$ cat src/rtl/fifo_ring.sv
// fifo_ring: parametrised circular-buffer FIFO with show-ahead output.
// Words stay where they were written; only the read/write pointers move.
// Status flags are decoded from a registered occupancy count, and two
// sticky error flags record dropped pushes and pops issued while empty.
module fifo_ring #(
    parameter int WIDTH    = 8,
    parameter int DEPTH    = 8,
    parameter int AF_LEVEL = 6,
    parameter int AW       = $clog2(DEPTH),
    parameter int CW       = $clog2(DEPTH + 1)
) (
    input  logic             clk,
    input  logic             reset,
    input  logic [WIDTH-1:0] in_data,
    input  logic             push,
    input  logic             pop,
    input  logic             clear_err,
    output logic [WIDTH-1:0] out_data,
    output logic             empty,
    output logic             full,
    output logic             almost_full,
    output logic [CW-1:0]    count,
    output logic             overflow,
    output logic             underflow
);

    localparam logic [AW-1:0] LAST_IDX  = AW'(DEPTH - 1);
    localparam logic [CW-1:0] DEPTH_CNT = CW'(DEPTH);
    localparam logic [CW-1:0] AF_CNT    = CW'(AF_LEVEL);

    logic [WIDTH-1:0] mem [DEPTH];

    logic [AW-1:0] wr_ptr_reg, wr_ptr_next;
    logic [AW-1:0] rd_ptr_reg, rd_ptr_next;
    logic [CW-1:0] count_reg, count_next;
    logic          overflow_reg, overflow_next;
    logic          underflow_reg, underflow_next;

    logic acc_push;
    logic acc_pop;

    // Status decodes of the count register, plus which requests are honoured.
    // A push into a full queue is only accepted when a pop frees the head slot.
    always_comb begin
        empty       = (count_reg == '0);
        full        = (count_reg == DEPTH_CNT);
        almost_full = (count_reg >= AF_CNT);
        acc_push    = push && (!full || pop);
        acc_pop     = pop && !empty;
    end

    // Next-state: pointers wrap at DEPTH-1 (DEPTH need not be a power of two),
    // count tracks net movement, and error flags are sticky with set beating clear.
    always_comb begin
        wr_ptr_next    = wr_ptr_reg;
        rd_ptr_next    = rd_ptr_reg;
        count_next     = count_reg + CW'(acc_push) - CW'(acc_pop);
        overflow_next  = overflow_reg;
        underflow_next = underflow_reg;

        if (acc_push) begin
            wr_ptr_next = (wr_ptr_reg == LAST_IDX) ? '0 : wr_ptr_reg + AW'(1);
        end
        if (acc_pop) begin
            rd_ptr_next = (rd_ptr_reg == LAST_IDX) ? '0 : rd_ptr_reg + AW'(1);
        end

        if (clear_err) begin
            overflow_next  = 1'b0;
            underflow_next = 1'b0;
        end
        if (push && !acc_push) begin
            overflow_next = 1'b1;
        end
        if (pop && empty) begin
            underflow_next = 1'b1;
        end
    end

    // Control state register; reset overrides all requests.
    always_ff @(posedge clk) begin
        if (reset) begin
            wr_ptr_reg    <= '0;
            rd_ptr_reg    <= '0;
            count_reg     <= '0;
            overflow_reg  <= 1'b0;
            underflow_reg <= 1'b0;
        end else begin
            wr_ptr_reg    <= wr_ptr_next;
            rd_ptr_reg    <= rd_ptr_next;
            count_reg     <= count_next;
            overflow_reg  <= overflow_next;
            underflow_reg <= underflow_next;
        end
    end

    // Storage write; contents are deliberately left untouched by reset.
    always_ff @(posedge clk) begin
        if (!reset && acc_push) begin
            mem[wr_ptr_reg] <= in_data;
        end
    end

    // Show-ahead head word, forced to zero while the queue is empty.
    assign out_data  = empty ? '0 : mem[rd_ptr_reg];
    assign count     = count_reg;
    assign overflow  = overflow_reg;
    assign underflow = underflow_reg;

endmodule

$ cat config.mk
export PLATFORM = sky130hd
export DESIGN_NAME = fifo_ring
export DESIGN_NICKNAME = d
export VERILOG_FILES = /design/src/rtl/fifo_ring.sv
export SDC_FILE = /design/constraint.sdc
export NUM_CORES = 1
export LEC_CHECK = 0
export CORE_MARGIN = 5
export CORE_UTILIZATION = 55
export CTS_CLUSTER_SIZE = 40
export DETAILED_ROUTE_END_ITERATION = 10
export PLACE_DENSITY_LB_ADDON = 0.08
export SYNTH_ARGS = -nofsm -noshare
export SYNTH_HDL_FRONTEND = slang
export SYNTH_SLANG_ARGS = --single-unit
$ cat constraint.sdc
create_clock -name clk -period 8.07 [get_ports clk]
set_clock_uncertainty 0.2 [all_clocks]
set_input_delay 1.614 -clock clk [delete_from_list [all_inputs] [get_ports clk]]
set_output_delay 1.614 -clock clk [all_outputs]
set_load 0.02 [all_outputs]
==> flow_summary.toml <==
[grt]
grt_overflow = 0
grt_pass1_vias = 1829
grt_max_degree = 33
antenna_found_initial = 0
grt_use_total_pct = 17.0
grt_pass1_wl_mm = 9.36

[logic_synthesis]
synth_cell_types = 35
synth_nets = 243
netlist_area_mm2 = 0.00330
synth_warnings = 0
ys_ff_latch = 79
synth.avg_cell_area_um2 = 15.1
ys_seq_area_share_pct = 67.3
netlist_instances = 218

[floorplan]
row_count = 28
dieArea_mm2 = 0.00765
io_pins = 30
die-height_um = 87.5
start_util_pct = 56.1
core_mm2 = 0.00589
die_x_um = 87.5

[finish]
layout.cells.non_filler = 333
nFillCells = 443
antenna_cells = 0
mostFrequentLayoutCell = "edfxtp_1"
drive_gt1_share_pct = 10.5
regArea_mm2 = 0.00222
area_growth_pct = 18.9
multiInputGateArea_mm2 = 0.00101
nets = 279
final_cell_area_mm2 = 0.00393
largest_reg_flops = 64
final_cell_mix = "edfxtp_1 (64), mux2i_1 (35), clkdlybuf4s50_1 (29)"

[sta]
setup_slack_ps = 3590
worst_pin_slew_ps = 1220
setup_tns_ps = 0
layout_min_cycle_time_ps = 4480
finalHoldViolCount = 0
finalCritPeriodShare_pct = 55.5
drv_slew = 0
clock.fmax_mhz = 223
rsz0062_at_grt = "no"
timing.slew.headroom_pct = 17.9
setup_violations = 0

[power]
p_leak_nw = 1.33
ir_worst_vdd_mv = 0.235
powerDensity_mw_per_mm2 = 295
finalPower_mw = 1.16

[setup_path]
critPathMaxStageDelay_ps = 980
worstSetupPathType = "reg2out"
endpoint_kind = "output port"
start_kind = "flop"
crit_fanout = 32
crit_required_ps = 6260
cp_cell_sequence = "mux2i_1 -> a22o_1 -> nor3_1 -> clkdlybuf4s50_1"
cp_top_family = "flip-flops"
worst_ep_arrival_time_ps = 2670
crit_slowest_cell = "dfxtp_2"
crit_buf_inv = 1

[clock_network]
clk_pin_slew_worst_paths_ps = 80
cts_tree = "built"
ctsHoldBuffers = 0
post_cts_buffers = 0
postCtsResizedCells = 0
htree_levels = 3
clock_path_buffers = 2
cts.sinks = 79
cts-root-buf = "clkbuf_8"
worstSkewPairLatency_ps = 340
numCtsBuffers = 9

[placement]
gp_congestion = 0.734
io_buffers = 29
placed_area_mm2 = 0.00369
post-place-ws_ps = 3770
hpwl_mm = 3.91
numPlacedInstances = 318

[detailed_routing]
dr.pass1.iters = 4
ant_nets = 0
avgRoutedWirePerCell_um = 18.0
vias = 1863
drc = 0
drtIter0Drc = 129
wl_mm = 6.01
viasPerCell = 5.59

[outcome]
status = "completed"

[hold_path]
hold_class = "reg2reg"

[flow_run]
drv_cap = 0
-- final cells by class --
type	instances	share of cell area, %
Clock inverter	5	2.71
Clock buffer	10	3.25
Timing Repair Buffer	34	8.35
Multi-Input combinational cell	121	25.8
Tap cell	75	2.39
Sequential cell	79	56.6
Inverter	9	0.861
-- metrics by stage --
step	hold slack (ps)	util (%)
2_1_floorplan	268	-
3_3_place_gp	265	62.7
3_5_place_dp	294	62.7
4_1_cts	313	66.7
5_1_grt	350	66.7
6_report	309	66.7
-- cells by family after synthesis --
group | after synthesis | synth area share [%]
muxes | 36 | 11.0
AOI/OAI and AO/OA | 28 | 6.67
DFF | 79 | 67.3
buffers and inverters | 18 | 2.58
adders and majority gates | 12 | 4.77
and+or+nand+nor | 44 | 7.47
xor gates and xnor gates | 1 | 0.265
-- path summary, 6_finish.rpt --
check,slack (ps),depth (start not counted),startpoint,endpoint
worst max-delay path,3590,4,flop,out_data[6]
worst min-delay path,310,2,overflow,overflow
worst max register to register,5200,10,count[2],count[3]
worst min register to register,310,2,overflow,overflow
-- Yosys cell counts (all sizes together) --
| library cell | count | area, um2 |
|---|---|---|
| a21o | 1 | 7.51 |
| a21oi | 5 | 25.0 |
| a22o | 16 | 140 |
| a32oi | 1 | 8.76 |
| and2 | 1 | 6.26 |
| buf | 8 | 47.5 |
| clkbuf | 1 | 3.75 |
| dfxtp | 15 | 300 |
| edfxtp | 64 | 1920 |
| fa | 1 | 20.0 |
| ha | 11 | 138 |
| inv | 9 | 33.8 |
| mux2 | 1 | 11.3 |
| mux2i | 35 | 350 |
| nand2 | 2 | 7.51 |
| nand2b | 4 | 25.0 |
| nand3b | 2 | 15.0 |
| nor2 | 9 | 33.8 |
| nor2b | 5 | 31.3 |
| nor3 | 12 | 60.1 |
| nor3b | 1 | 7.51 |
| nor4 | 2 | 12.5 |
| o211ai | 1 | 7.51 |
| o21ai | 4 | 31.3 |
| or3 | 2 | 12.5 |
| or3b | 2 | 17.5 |
| or4 | 1 | 7.51 |
| or4b | 1 | 10.0 |
| xor2 | 1 | 8.76 |
-- report_power, final --
part | internal (mW) | switching [mW] | total, mW
sequential | 0.464 | 0.0317 | 0.496
clock | 0.205 | 0.139 | 0.344
combinational | 0.157 | 0.162 | 0.319
-- routing by layer --
layer / wire length [um] / part of all wire (%) / track usage, %
met1: 2690 / 45 / 23.3
met2: 2910 / 48 / 26.2
met3: 286 / 4.8 / 3.12
met4: 124 / 2.1 / 8.37
met5: 0 / 0 / 0
-- worst reg2reg max path, delay by kind of cell, from the launching register on --
| kind | cells | cell delay [ps] |
|---|---|---|
| AOI/OAI and AO/OA | 3 | 640 |
| and+or+nand+nor | 1 | 420 |
| adders and majority gates | 3 | 680 |
| buffers and inverters | 2 | 160 |
| muxes | 1 | 340 |
| DFF | 1 | 330 |
(Power assumes the default switching activity.)
